[config.mk]
export PLATFORM = sky130hd
export DESIGN_NAME = output_port_arbiter
export DESIGN_NICKNAME = d
export VERILOG_FILES = /design/src/rtl/output_port_arbiter.sv
export SDC_FILE = /design/constraint.sdc
export NUM_CORES = 1
export LEC_CHECK = 0
export CAP_MARGIN = 30
export CELL_PAD_IN_SITES_DETAIL_PLACEMENT = 0
export CELL_PAD_IN_SITES_GLOBAL_PLACEMENT = 1
export CORE_ASPECT_RATIO = 0.9
export CORE_MARGIN = 3
export CORE_UTILIZATION = 34
export CTS_CLUSTER_SIZE = 8
export DETAILED_ROUTE_END_ITERATION = 16
export PLACE_DENSITY = 0.95
export RECOVER_POWER = 25
export SETUP_SLACK_MARGIN = 0.2
export SYNTH_ARGS = -nofsm -noshare
export SYNTH_HDL_FRONTEND = slang
export SYNTH_SLANG_ARGS = --single-unit
export TNS_END_PERCENT = 20
[constraint.sdc]
create_clock -name clk -period 9.66 [get_ports clk]
set_input_delay 2.415 -clock clk [delete_from_list [all_inputs] [get_ports clk]]
set_output_delay 2.415 -clock clk [all_outputs]
set_load 0.005 [all_outputs]
[src/rtl/output_port_arbiter.sv]
// output_port_arbiter: round-robin wormhole arbiter for one router output
// port, with downstream credit tracking and a registered flit output.
module output_port_arbiter #(
    parameter  int N_IN       = 5,
    parameter  int DATA_WIDTH = 32,
    parameter  int CREDITS    = 5,
    localparam int CW         = $clog2(CREDITS) + 1,
    localparam int PW         = (N_IN > 1) ? $clog2(N_IN) : 1
) (
    input  logic                       clk,
    input  logic                       reset,
    input  logic [N_IN-1:0]            req,
    input  logic [N_IN*DATA_WIDTH-1:0] flit_in,
    output logic [N_IN-1:0]            pop,
    output logic [DATA_WIDTH-1:0]      flit_out,
    output logic                       valid_out,
    input  logic                       credit_return,
    output logic [CW-1:0]              credits,
    output logic                       credit_overflow
);
    typedef enum logic {IDLE, LOCKED} state_t;

    state_t                state;
    logic [PW-1:0]         rr_ptr;
    logic [PW-1:0]         owner;
    logic [N_IN-1:0]       is_head;
    logic [N_IN-1:0]       is_tail;
    logic [PW-1:0]         cand;
    logic                  found;
    logic [PW:0]           idx;
    logic [PW-1:0]         src;
    logic [PW-1:0]         src_next;
    logic                  go;
    logic                  tail_sent;
    logic [DATA_WIDTH-1:0] src_flit;

    // Decode the type field of each buffer's front flit (head/single, tail/single).
    always_comb begin
        for (int i = 0; i < N_IN; i++) begin
            is_head[i] = flit_in[i*DATA_WIDTH + DATA_WIDTH - 2];
            is_tail[i] = flit_in[i*DATA_WIDTH + DATA_WIDTH - 1];
        end
    end

    // Round-robin search for a head/single request starting at rr_ptr.
    always_comb begin
        cand  = '0;
        found = 1'b0;
        idx   = '0;
        for (int k = 0; k < N_IN; k++) begin
            idx = {1'b0, rr_ptr} + (PW+1)'(k);
            if (idx >= (PW+1)'(N_IN)) begin
                idx = idx - (PW+1)'(N_IN);
            end
            if (!found && req[idx[PW-1:0]] && is_head[idx[PW-1:0]]) begin
                found = 1'b1;
                cand  = idx[PW-1:0];
            end
        end
    end

    // Pick the source buffer and decide whether a flit moves this cycle.
    always_comb begin
        src = (state == LOCKED) ? owner : cand;
        go  = 1'b0;
        if (credits != '0) begin
            go = (state == LOCKED) ? req[owner] : found;
        end
        if (reset) begin
            go = 1'b0;
        end
        src_flit  = flit_in[src*DATA_WIDTH +: DATA_WIDTH];
        tail_sent = is_tail[src];
        src_next  = (src == PW'(N_IN - 1)) ? '0 : src + 1'b1;
        pop       = '0;
        pop[src]  = go;
    end

    // Packet-lock FSM, round-robin pointer, credit counter and output register.
    always_ff @(posedge clk or posedge reset) begin
        if (reset) begin
            state           <= IDLE;
            rr_ptr          <= '0;
            owner           <= '0;
            credits         <= CW'(CREDITS);
            valid_out       <= 1'b0;
            flit_out        <= '0;
            credit_overflow <= 1'b0;
        end else begin
            valid_out <= go;
            if (go) begin
                flit_out <= src_flit;
                case (state)
                    IDLE: begin
                        if (tail_sent) begin
                            rr_ptr <= src_next;
                        end else begin
                            state <= LOCKED;
                            owner <= src;
                        end
                    end
                    LOCKED: begin
                        if (tail_sent) begin
                            state  <= IDLE;
                            rr_ptr <= src_next;
                        end
                    end
                    default: state <= IDLE;
                endcase
            end
            if (go && !credit_return) begin
                credits <= credits - 1'b1;
            end else if (!go && credit_return) begin
                if (credits == CW'(CREDITS)) begin
                    credit_overflow <= 1'b1;
                end else begin
                    credits <= credits + 1'b1;
                end
            end
        end
    end
endmodule

==> key figures, run 1 <==
Setup path
  – Kind of critical path: in -> out
  – Setup crit start: flit_in[62]
  – Reg2reg end: rr_ptr[0]$_DFFE_PP0P_
  – R2R Setup Slk: 3.84 ns
  – Worst setup EP type: output port
  – Maximum fanout along the worst path: 8
  – Crit-path cells: clkdlybuf4s50_1, and2_1, and3_1, o311ai_0, and2_1, o211ai_4, or3b_4, and3b_1, nor2_1, a21boi_0, nand2_1, nor3_1, clkdlybuf4s50_1
  – FF-to-FF path depth: 14
  – WP data arrival: 6.39 ns
  – Slowest-stage cell, CP: clkdlybuf4s50_1
  – Reg2reg start: rr_ptr[1]$_DFFE_PP0P_
  – Critical path's largest stage delay: 0.54 ns
  – Top delay family on crit path: simple AND/OR/NAND/NOR gates
  – CP required: 7.25 ns
  – WP buf/inv: 2
  – Setup crit start kind: input pin

Floorplanning
  – IO Count: 211
  – Die Span Y: 120 um
  – Row count: 41
  – Core box area: 14100 um^2
  – DIE WIDTH: 133 um
  – Die area: 16000 um^2
  – Effective utilization at floorplan: 0.350

STA
  – RSZ-0062 raised after global routing: false
  – Slew Limit Fails: 0
  – Tmin final: 8.81 ns
  – Worst-Margin Slew: 1.34 ns
  – Slew HR: 0.104
  – Post-route setup slack: 0.854 ns
  – Final Hold Fails: 0
  – Fmax: 114 MHz
  – Setup Skew: 0.00315 ns
  – Setup-failing EPs final: 0
  – TNS Setup: 0 ns
  – WHS: 0.480 ns
  – Final worst path period share: 0.912

Flow run
  – Maxcap violations: 0

Route
  – WL per Instance: 19.0 um
  – Number of remaining DRC errors: 0
  – Initial DRC Count: 313
  – Post-route ant nets: 0
  – DR vias/cell: 5.46
  – Detailed-route via count: 4999
  – Number of iterations in the first detailed-routing pass: 5
  – Final WL: 17400 um

Clocking
  – Hold-fix buffers, CTS: 0
  – Setup Buffers After CTS: 0
  – Clock sink count: 45
  – Clk Latency, worst-skew pair: 0.28 ns
  – Root Buffer: clkbuf_16
  – TritonCTS Buffers: 5
  – Clock transition at the registers of the reported paths: 0.06 ns
  – Clock Path Buffers: 2
  – Htree depth: 2
  – CTS resizes: 0
  – CTS tree: yes

Finish
  – Proportion of layout cells with a drive suffix above 1: 0.130
  – Fin nets: 906
  – Area Overhead vs Synth: 46.8%
  – Ant diodes: 0
  – Final core occ: 0.514
  – Commonest non-fill, non-tap cells in the layout: 209 x clkdlybuf4s50_1, 49 x mux2i_1, 44 x nand3_1, 43 x dfrtp_1
  – Most common cell after layout, fill and taps aside: clkdlybuf4s50_1

Synth
  – Post-synthesis sequential area ratio: 0.229
  – Synth top area share: 0.218
  – Cells after Synth: 535
  – Avg Cell Area, Syn: 9.23 um^2
  – Most used DFF post-synth: dfrtp_1
  – Post-synth EDFFs: 0
  – Cell Area, Synth: 4940 um^2
  – Flops & latches, synth: 45
  – Distinct cells, synth: 84
  – Post-Syn Nets: 719
  – Area contributors post-synth: dfrtp_1 22%, mux2i_1 9.9%, mux2_2 7.5%
  – YS warnings: 0
  – Async S/R FF share, synth: 1.00
  – Leading area contributor after synthesis: dfrtp_1

Global route
  – GR Layer Usage met2: 0.341
  – Met1 Track Usage GR: 0.285
  – Met3 GRT Util: 0.0437
  – GRT Residual Overflow: 0
  – Largest net degree at the start of global routing: 52
  – Most Crowded Layer GR: met2
  – Number of global-route vias before repair: 5050
  – Initial antenna violation count: 0
  – Global-route usage over all layers: 0.210
  – First-pass GRT wire length: 27200 um

Worst hold path
  – HP Class: reg -> reg
  – Worst Hold Endpoint: credit_overflow$_DFFE_PP0P_
  – Hold depth: 1
  – Hold_sp: credit_overflow$_DFFE_PP0P_

Place
  – Port Buf Inserts: 210
  – Setup WS pre-CTS: 0.886 ns
  – RePlAce Congestion: 0.905
  – Post-DP HPWL: 13800 um

Outcome
  – Outcome: finished, final reports clean
## metal layers
layer,up-vias,wire length (um)
met5,-,0
met1,2417,7800
met4,0,385
li1,2386,-
met2,170,8200
met3,26,1020
## cells by family after synthesis
family          after synthesis  synth area share
mux                          89             0.193
xor+xnor                      8            0.0157
buf+inv                      62            0.0699
fa+ha+maj                    16            0.0436
flops                        45             0.229
simple gates                150             0.170
compound gates              165             0.279
## state kept, by name, indices dropped and copies added, names as in the netlist
signal / cells
owner: 3
rr_ptr: 3
credit_overflow: 1
flit_out: 32
state: 1
valid_out: 1
credits: 4
## synthesized netlist by cell type, types with 3 or more instances
cell and number:
buf_1 4, a22oi_1 12, nor2b_1 3, or3_1 5, a31oi_1 5, dfrtp_1 43, o211ai_2 19, o31ai_1 3
buf_4 4, and3_1 10, o31a_1 7, o21ai_0 12, xnor2_1 6, nand2_1 15, o22a_1 5, mux2_1 6
a21boi_0 3, o21a_1 22, inv_2 3, a21oi_1 33, inv_1 19, buf_2 12, a211oi_1 4, clkbuf_1 11
nand2b_1 14, mux2_2 33, nor3_1 11, nor2_1 20, a21o_1 7, mux2i_1 49, ha_1 14, buf_6 3
o211ai_1 3, nand3b_1 4, nand3_1 44, and2_1 7
## final cells by class
type / instances / area (um^2)
Fill cell: 1311 / 6860
Timing Repair Buffer: 219 / 2170
Multi-Input combinational cell: 428 / 3490
Tap cell: 193 / 241
Inverter: 23 / 87.6
Clock buffer: 8 / 136
Sequential cell: 45 / 1130
## worst max path at each step
| stage | end | slack, ns | cells after the start |
|---|---|---|---|
| global route | pop[0] | 0.47 | 13 |
| CTS | pop[1] | 0.85 | 13 |
| finish | pop[1] | 0.85 | 13 |
| detailed placement | pop[1] | 0.89 | 13 |
| floorplan | pop[0] | 2.27 | 12 |
| global placement | pop[1] | 1.0 | 13 |
## through the flow
step | instance area [um^2] | instances
CTS | 7270 | 916
finish | 7250 | 916
global route | 7250 | 916
floorplan | 4940 | 535
detailed placement | 7130 | 908
global placement | 7110 | 907
Power of run 1 is not shown: default switching activity piles up to over one toggle a cycle in this logic, so the estimate is an artifact.
==> inputs of run 2 (changes only) <==
--- a/config.mk
+++ b/config.mk
@@ -13,6 +13,7 @@
 export CORE_UTILIZATION = 34
 export CTS_CLUSTER_SIZE = 8
 export DETAILED_ROUTE_END_ITERATION = 16
+export GPL_ROUTABILITY_DRIVEN = 0
 export PLACE_DENSITY = 0.95
 export RECOVER_POWER = 25
 export SETUP_SLACK_MARGIN = 0.2
==> run 2 against run 1 <==
Against the previous run: global-route usage down 0.36 points; count of clock-buffer cells in the layout fell by 2; first-iteration DRC count up 24%; sequential cell count unchanged.
==> key figures, run 2 (synthesis gave the netlist of run 1 again) <==
Outcome
  – Outcome: finished, final reports clean (unchanged)

Clocking
  – Setup Buffers After CTS: 0 (unchanged)
  – Root Buffer: clkbuf_16 (unchanged)
  – Clock transition at the registers of the reported paths: 0.06 ns (about the same)
  – Htree depth: 2 (unchanged)
  – Clk Latency, worst-skew pair: 0.29 ns (was 0.28 ns)
  – Hold-fix buffers, CTS: 0 (unchanged)
  – CTS tree: yes (unchanged)
  – Clock Path Buffers: 2 (unchanged)
  – Clock sink count: 45 (unchanged)
  – CTS resizes: 0 (unchanged)
  – TritonCTS Buffers: 5 (unchanged)

Route
  – Post-route ant nets: 0 (unchanged)
  – Number of iterations in the first detailed-routing pass: 7 (was 5)
  – DR vias/cell: 5.49 (was 5.46)
  – Detailed-route via count: 5030 (was 4999)
  – Initial DRC Count: 388 (was 313)
  – Number of remaining DRC errors: 0 (unchanged)
  – Final WL: 17300 um (was 17400 um)
  – WL per Instance: 18.8 um (was 19.0 um)

STA
  – TNS Setup: 0 ns (unchanged)
  – Fmax: 114 MHz (about the same)
  – Final Hold Fails: 0 (unchanged)
  – Post-route setup slack: 0.874 ns (was 0.854 ns)
  – Setup Skew: 0.00485 ns (was 0.00315 ns)
  – Slew HR: 0.121 (was 0.104)
  – Slew Limit Fails: 0 (unchanged)
  – Final worst path period share: 0.910 (was 0.912)
  – RSZ-0062 raised after global routing: false (unchanged)
  – Setup-failing EPs final: 0 (unchanged)
  – Tmin final: 8.79 ns (was 8.81 ns)
  – Worst-Margin Slew: 1.32 ns (was 1.34 ns)

Setup path
  – Kind of critical path: in -> out (unchanged)
  – Crit-path cells: clkdlybuf4s50_1, and2_1, and3_1, o311ai_0, and2_1, o211ai_4, or3b_4, o41ai_4, buf_4, inv_2, buf_4, nand2_1, nor3_1, clkdlybuf4s50_1 (was clkdlybuf4s50_1, and2_1, and3_1, o311ai_0, and2_1, o211ai_4, or3b_4, and3b_1, nor2_1, a21boi_0, nand2_1, nor3_1, clkdlybuf4s50_1)
  – Setup crit start kind: input pin (unchanged)
  – Maximum fanout along the worst path: 52 (was 8)
  – WP data arrival: 6.37 ns (was 6.39 ns)
  – Critical path's largest stage delay: 0.47 ns (was 0.54 ns)
  – Slowest-stage cell, CP: clkdlybuf4s50_1 (unchanged)
  – CP required: 7.25 ns (about the same)
  – Worst setup EP type: output port (unchanged)

Global route
  – Number of global-route vias before repair: 4981 (was 5050)
  – First-pass GRT wire length: 26700 um (was 27200 um)
  – GRT Residual Overflow: 0 (unchanged)
  – Largest net degree at the start of global routing: 53 (was 52)
  – Global-route usage over all layers: 0.206 (was 0.210)
  – Initial antenna violation count: 0 (unchanged)

Place
  – Port Buf Inserts: 210 (unchanged)
  – Setup WS pre-CTS: 0.925 ns (was 0.886 ns)
  – Post-DP HPWL: 13500 um (was 13800 um)

Finish
  – Proportion of layout cells with a drive suffix above 1: 0.134 (was 0.130)
  – Ant diodes: 0 (unchanged)
  – Fin nets: 907 (was 906)
  – Filler cell count: 1300 (was 1311)
  – Largest register by flop count: flit_out (unchanged)
  – Max reg flops: 32 (unchanged)
  – Biggest regs: flit_out x32, credits x4 (unchanged)
  – Area Overhead vs Synth: 47.0% (was 46.8%)
  – Commonest non-fill, non-tap cells in the layout: 209 x clkdlybuf4s50_1, 49 x mux2i_1, 44 x nand3_1, 43 x dfrtp_1 (unchanged)
  – Most common cell after layout, fill and taps aside: clkdlybuf4s50_1 (unchanged)

Floorplanning
  – IO Count: 211 (unchanged)
  – Die Span Y: 120 um (unchanged)
  – DIE WIDTH: 133 um (unchanged)
  – Row count: 41 (unchanged)
  – Core box area: 14100 um^2 (unchanged)
  – Die area: 16000 um^2 (unchanged)
  – Effective utilization at floorplan: 0.350 (unchanged)

Flow run
  – Maxcap violations: 0 (unchanged)

Worst hold path
  – HP Class: reg -> reg (unchanged)
## run 2: worst paths after layout
check	start	endpoint	slack (ns)	cells after the start
min reg2reg	flit_out[19]$_DFFE_PP0P_	flit_out[19]$_DFFE_PP0P_	0.49	1
min	flit_out[19]$_DFFE_PP0P_	flit_out[19]$_DFFE_PP0P_	0.49	1
max	flit_in[62]	pop[1]	0.87	14
max reg2reg	rr_ptr[1]$_DFFE_PP0P_	credits[3]$_DFFE_PP0P_	3.99	19
max in group asynchronous	reset	flit_out[24]$_DFFE_PP0P_	5.13	3
min in group asynchronous	reset	flit_out[21]$_DFFE_PP0P_	2.83	2
## run 2: stage by stage
stage / cells / hold WS (ns) / util / instance area, um^2
after floorplan: 535 / 0.460 / - / 4940
after global placement: 908 / 0.468 / 0.504 / 7120
after detailed placement: 909 / 0.479 / 0.506 / 7140
after CTS: 917 / 0.493 / 0.516 / 7280
after global routing: 917 / 0.509 / 0.515 / 7260
final: 917 / 0.489 / 0.515 / 7260
## run 2: area by class of cell
type                       instances  area [um^2]  share of cell area
multi-input combinational        428         3490               0.481
timing repair buffer             220         2170               0.299
sequential                        45         1130               0.155
tap                              193          241              0.0333
clock buffer                       6          129              0.0178
inverter                          23         87.6              0.0121
clock inverter                     2         10.0             0.00138
## run 2: routing by layer
| layer | vias up | routed length (um) | GRT usage |
|---|---|---|---|
| met5 | - | 0 | 0 |
| met4 | 0 | 454 | 0.0604 |
| met3 | 31 | 1090 | 0.0379 |
| met2 | 194 | 7910 | 0.329 |
| met1 | 2410 | 7820 | 0.285 |
| li1 | 2395 | - | - |
## run 2: critical path, delay by kind of cell
kind            cells  cell delay, ns
buf+inv             5            1.61
simple gates        6            1.44
compound gates      3            0.87
Power of run 2 is left out for the same reason.
